<file path="src/rtl/fsm_par_mux_pkg.sv">
// rtl/fsm_par_mux_pkg.sv - shared types, constants and helpers for the parallel channel mux
package fsm_par_mux_pkg;

    typedef enum logic [2:0] {
        ST_IDLE      = 3'd0,
        ST_FIRST_PKT = 3'd1,
        ST_REG_PKT   = 3'd2,
        ST_F_ERR     = 3'd3,
        ST_SEQ_ERR   = 3'd4
    } state_t;

    typedef enum logic [1:0] {
        CLS_GOOD    = 2'd0,
        CLS_HDR_BAD = 2'd1,
        CLS_SEQ_BAD = 2'd2
    } cls_t;

    localparam logic [3:0] HDR_VALID = 4'hF;
    localparam logic [7:0] ERR_MAX   = 8'hFF;

    function automatic int ch_w(input int n);
        return (n > 1) ? $clog2(n) : 1;
    endfunction

endpackage

</file>
<file path="src/rtl/rr_arbiter_n.sv">
// rtl/rr_arbiter_n.sv - round-robin one-hot arbiter, search starts after the last granted channel
module rr_arbiter_n
    import fsm_par_mux_pkg::*;
#(
    parameter int NUM_CH = 4,
    localparam int CH_W = ch_w(NUM_CH)
) (
    input  logic              clk,
    input  logic              rst_n,
    input  logic [NUM_CH-1:0] req,
    input  logic              advance,
    output logic [NUM_CH-1:0] grant,
    output logic [CH_W-1:0]   grant_idx
);

    logic [CH_W-1:0] last_grant;
    logic            found;

    // Two ascending passes: channels above last_grant first, then wrap to the rest.
    always_comb begin
        grant     = '0;
        grant_idx = '0;
        found     = 1'b0;
        for (int j = 0; j < NUM_CH; j++) begin
            if (!found && req[j] && (j > int'(last_grant))) begin
                found     = 1'b1;
                grant[j]  = 1'b1;
                grant_idx = CH_W'(j);
            end
        end
        for (int j = 0; j < NUM_CH; j++) begin
            if (!found && req[j] && (j <= int'(last_grant))) begin
                found     = 1'b1;
                grant[j]  = 1'b1;
                grant_idx = CH_W'(j);
            end
        end
    end

    always_ff @(posedge clk or negedge rst_n) begin
        if (!rst_n) begin
            last_grant <= CH_W'(NUM_CH - 1);
        end else if (advance) begin
            last_grant <= grant_idx;
        end
    end

endmodule

</file>
<file path="src/rtl/fsm_par_mux_n.sv">
// rtl/fsm_par_mux_n.sv - N-channel round-robin mux with header/sequence checking FSM
module fsm_par_mux_n
    import fsm_par_mux_pkg::*;
#(
    parameter int BUS_WIDTH   = 16,
    parameter int NUM_CH      = 4,
    parameter int SEQ_W       = 4,
    parameter bit DROP_ON_ERR = 1'b1,
    localparam int CH_W = ch_w(NUM_CH)
) (
    input  logic                        clk,
    input  logic                        reset,
    input  logic [NUM_CH*BUS_WIDTH-1:0] bus_data_in,
    input  logic [NUM_CH-1:0]           valid_in,
    output logic [NUM_CH-1:0]           ready_out,
    output logic [BUS_WIDTH-1:0]        bus_data_out,
    output logic                        valid_out,
    output logic [CH_W-1:0]             ch_out,
    output logic                        err_flag,
    output logic [2:0]                  state,
    output logic [2:0]                  nxt_state,
    output logic                        error,
    output logic [7:0]                  err_count
);

    state_t             st_q, st_d;
    cls_t               cls;
    logic [SEQ_W-1:0]   exp_seq [NUM_CH];
    logic [NUM_CH-1:0]  grant;
    logic [CH_W-1:0]    gidx;
    logic               xfer, in_err, bad, fwd, fwd_err;
    logic [BUS_WIDTH-1:0] word;
    logic [SEQ_W-1:0]   seq, exp_cur;

    rr_arbiter_n #(.NUM_CH(NUM_CH)) u_arb (
        .clk      (clk),
        .rst_n    (reset),
        .req      (valid_in),
        .advance  (xfer),
        .grant    (grant),
        .grant_idx(gidx)
    );

    assign ready_out = grant & {NUM_CH{reset}};
    assign xfer      = |(ready_out & valid_in);
    assign state     = st_q;
    assign nxt_state = st_d;
    assign in_err    = (st_q == ST_F_ERR) || (st_q == ST_SEQ_ERR);
    assign seq       = word[BUS_WIDTH-5 -: SEQ_W];

    always_comb begin
        word    = '0;
        exp_cur = '0;
        for (int j = 0; j < NUM_CH; j++) begin
            if (grant[j]) begin
                word    = bus_data_in[j*BUS_WIDTH +: BUS_WIDTH];
                exp_cur = exp_seq[j];
            end
        end
    end

    // In an error state any well-headed word resynchronises the channel.
    always_comb begin
        cls = CLS_GOOD;
        if (word[BUS_WIDTH-1 -: 4] != HDR_VALID) begin
            cls = CLS_HDR_BAD;
        end else if (!in_err && (seq != exp_cur)) begin
            cls = CLS_SEQ_BAD;
        end
    end

    always_ff @(posedge clk or negedge reset) begin
        if (!reset) begin
            st_q  <= ST_IDLE;
            error <= 1'b0;
        end else begin
            st_q  <= st_d;
            error <= (st_d == ST_F_ERR) || (st_d == ST_SEQ_ERR);
        end
    end

    always_comb begin
        st_d = st_q;
        if (xfer) begin
            case (cls)
                CLS_GOOD:    st_d = ((st_q == ST_FIRST_PKT) || (st_q == ST_REG_PKT)) ? ST_REG_PKT : ST_FIRST_PKT;
                CLS_HDR_BAD: st_d = ST_F_ERR;
                default:     st_d = ST_SEQ_ERR;
            endcase
        end
    end

    always_comb begin
        bad     = xfer && (cls != CLS_GOOD);
        fwd     = xfer && ((cls == CLS_GOOD) || !DROP_ON_ERR);
        fwd_err = bad && !DROP_ON_ERR;
    end

    always_ff @(posedge clk or negedge reset) begin
        if (!reset) begin
            for (int j = 0; j < NUM_CH; j++) exp_seq[j] <= '0;
            bus_data_out <= '0;
            valid_out    <= 1'b0;
            ch_out       <= '0;
            err_flag     <= 1'b0;
            err_count    <= '0;
        end else begin
            for (int j = 0; j < NUM_CH; j++) begin
                if (xfer && (cls == CLS_GOOD) && grant[j]) exp_seq[j] <= seq + SEQ_W'(1);
            end
            valid_out <= fwd;
            err_flag  <= fwd_err;
            if (fwd) begin
                bus_data_out <= word;
                ch_out       <= gidx;
            end
            if (bad && (err_count != ERR_MAX)) err_count <= err_count + 8'd1;
        end
    end

endmodule

</file>
<file path="config.mk">
export PLATFORM = sky130hd
export DESIGN_NAME = fsm_par_mux_n
export DESIGN_NICKNAME = d
export VERILOG_FILES = /design/src/rtl/fsm_par_mux_pkg.sv /design/src/rtl/rr_arbiter_n.sv /design/src/rtl/fsm_par_mux_n.sv
export SDC_FILE = /design/constraint.sdc
export NUM_CORES = 1
export LEC_CHECK = 0
export ABC_CLOCK_PERIOD_IN_PS = 4700
export BUFFER_PORTS_ARGS = -buffer_cell sky130_fd_sc_hd__buf_2
export CORE_ASPECT_RATIO = 1.4
export CORE_MARGIN = 5
export CORE_UTILIZATION = 49
export DETAILED_ROUTE_END_ITERATION = 7
export PLACE_DENSITY_LB_ADDON = 0.05
export SLEW_MARGIN = 20
export SYNTH_ARGS = -nofsm -noshare
export SYNTH_HDL_FRONTEND = slang
export SYNTH_SLANG_ARGS = --single-unit
</file>
<file path="constraint.sdc">
create_clock -name clk -period 4.7 [get_ports clk]
set_input_delay 0.47 -clock clk [delete_from_list [all_inputs] [get_ports clk]]
set_output_delay 0.47 -clock clk [all_outputs]
set_load 0.05 [all_outputs]
</file>
==> run metrics <==
outcome completed; cells on worst reg2reg path 11; startpoint types flip-flop; clock tree buffer depth 2; GP Congestion 0.844; worst hold path class input pin to flip-flop; CTS H-Tree Depth 2; WL/cell 17.4 µm; RSZ-0062 raised after global routing no; final setup violation count 0; Setup CP Type flip-flop to output pin; total CTS buffers 5; grt ovf 0; kind of end point of the critical path output pin; Lkg Pwr 1.82 nW; Post-DP HPWL 6.01 mm; CTS resizes 0; EDFF count, synth 0; Die Span Y 99.5 µm; Worst Hold Path EP exp_seq[0]$_DFFE_PN0P_; hold depth 2; Synth Net Count 352; Main synth FF type dfrtp_1; Netlist Area Pre-Place 2800 µm²; Worst EP required 4.23 ns; FF-to-FF End bus_data_out[5]$_DFFE_PN0N_; detailed-route via count 2599; pin count of the biggest net entering global routing 47; CTS tree yes; first-pass GRT wire length 12.8 mm; Final WS setup 0.643 ns; minimum clock period 4.06 ns; post-route ant nets 0; drt drc 0; Core Footprint 5530 µm²; clock sinks 49; Final Max Tran Viols 0; share of cells above drive strength 1 40.8%; FF-to-FF Start u_arb.last_grant[0]$_DFFE_PN1N_; 1st-iter DRT viols 224; CTS Hold Bufs 1; Max Clock Skew 0.0119 ns; root buffer cell clkbuf_8; Worst-path clk slew 0.09 ns; Hold Crit Start bus_data_in[56]; Gate Count Post-Synth 280; sequential share of the synthesized area 43.9%; maximum VDD drop 279 µV; final std cells w/o fill 455; crit path DAT 3.59 ns; post-synth top area cell dfrtp_1; commonest non-fill, non-tap cell in the layout buf_2; pwr dens 638 nW/µm²; most frequent cells in the layout buf_2 (107), dfrtp_1 (47), nand2_1 (32); initial antenna violation count 0; max_cap viols 0; top cells by area, synth dfrtp_1 (42%), mux2_2 (10%), a222oi_1 (4.3%); GRT Total Usage 22.2%; final worst-path cycle share 86.3%; DRT Wirelength 7.90 mm; worst relative slew slack 54.6%; final hold vios 0; Ports 109; TritonRoute pass-1 iters 5; Yosys reg bits 49; synth unique cells 54; flop2flop setup slack 0.92 ns; top cell type's share of synthesized area 42.0%; DIE AREA 7350 µm²; Fmax achieved 247 MHz; vias per std cell 5.71; worst slack, placed 0.919 ns; Syn Area/Cell 10.0 µm²; number of nets in the layout 458; Yosys warning total 0; postcts setup bufs 0; CP max FO 15; antenna cell count 0; dpl cells 446; vias in the first global route 2620; Initial Util 50.7%; Chip Width 73.9 µm; Slew @ Worst Pin 0.674 ns; Hold WS 0.406 ns; # fillers 491; Area Growth Syn to Fin 25.0%; I/O Buffers 107; cell row count 32; ys async rst share 100%; TNS Setup 0 ns; worst skew pair latency 0.31 ns
## routing by layer
layer / vias to the layer above / wire [µm] / track usage (%)
li1: 1253 / - / -
met1: 1242 / 3080 / 27.4
met2: 90 / 4230 / 38.5
met3: 14 / 403 / 3.03
met4: 0 / 176 / 8.65
met5: - / 0 / 0
## worst max path at each step
| stage | start | depth (start not counted) | end |
|---|---|---|---|
| 2_1_floorplan | valid_in[0] | 12 | nxt_state[1] |
| 3_3_place_gp | valid_in[3] | 12 | bus_data_out[7]$_DFFE_PN0N_ |
| 3_5_place_dp | valid_in[3] | 12 | bus_data_out[5]$_DFFE_PN0N_ |
| 4_1_cts | u_arb.last_grant[0]$_DFFE_PN1N_ | 9 | nxt_state[1] |
| 5_1_grt | u_arb.last_grant[1]$_DFFE_PN1N_ | 9 | nxt_state[1] |
| 6_report | u_arb.last_grant[0]$_DFFE_PN1N_ | 9 | nxt_state[1] |
## where the power goes
part | internal (mW) | switching, mW | total [mW]
combinational | 0.390 | 0.859 | 1.25
clock | 0.160 | 0.148 | 0.308
sequential | 0.566 | 0.112 | 0.678
total | 1.12 | 1.12 | 2.23
## per-stage QoR
| step | area [µm²] | utilization (%) | power [mW] |
|---|---|---|---|
| floorplan | 2800 | - | 1.62 |
| global placement | 3380 | 61.2 | 1.91 |
| detailed placement | 3380 | 61.2 | 1.94 |
| CTS | 3500 | 63.4 | 2.25 |
| global route | 3500 | 63.4 | 2.37 |
| finish | 3500 | 63.4 | 2.23 |
## synth_stat cells, drive strengths merged (2+ instances only)
| cell type | count |
|---|---|
| and3 | 6 |
| or2 | 2 |
| o311ai | 2 |
| xnor2 | 10 |
| o2111ai | 2 |
| buf | 5 |
| a31oi | 4 |
| inv | 9 |
| o21ai | 14 |
| nand2b | 7 |
| clkbuf | 10 |
| dfstp | 2 |
| a222oi | 12 |
| and2 | 3 |
| nand4 | 4 |
| a32oi | 3 |
| ha | 2 |
| mux2 | 27 |
| a21oi | 9 |
| o211a | 2 |
| nand2 | 32 |
| nor4 | 2 |
| nor3 | 4 |
| dfrtp | 47 |
| nor2b | 5 |
| xor2 | 4 |
| nand3 | 17 |
| o31ai | 2 |
| a41oi | 2 |
| nor2 | 14 |
## final cells by class
cell class	instances	area [µm²]	area share (%)
sequential	49	1230	35.1
tap	68	85.1	2.43
inverter	9	33.8	0.965
clock buffer	5	68.8	1.96
timing repair buffer	114	591	16.9
multi-input combinational	207	1450	41.4
clock inverter	3	43.8	1.25
## flip-flops by register name (all words and copies together) (netlist names)
signal and count:
bus_data_out 16, exp_seq 16, ch_out 2, err_count 8
error 1, state 3, u_arb.last_grant 2, valid_out 1
## cells by family after synthesis
| kind of cell | synth area share (%) |
|---|---|
| multiplexers | 11.5 |
| buffers and inverters | 4.33 |
| adder cells (fa/ha/maj) | 0.893 |
| AND/OR/NAND/NOR | 17.4 |
| flip-flops | 43.9 |
| AO/OA/AOI/OAI | 17.5 |
| XOR/XNOR | 4.38 |
| other | 0.134 |
## critical path: stages (launching register included)
cell and delay [ns]:
dfstp_2 0.56, inv_1 0.08, a221o_2 0.47, and2_1 0.38, a222oi_1 0.57, xnor2_1 0.20, a31o_2 0.23, nand2_1 0.12
o311ai_1 0.34, buf_2 0.33
(Power assumes the default switching activity.)
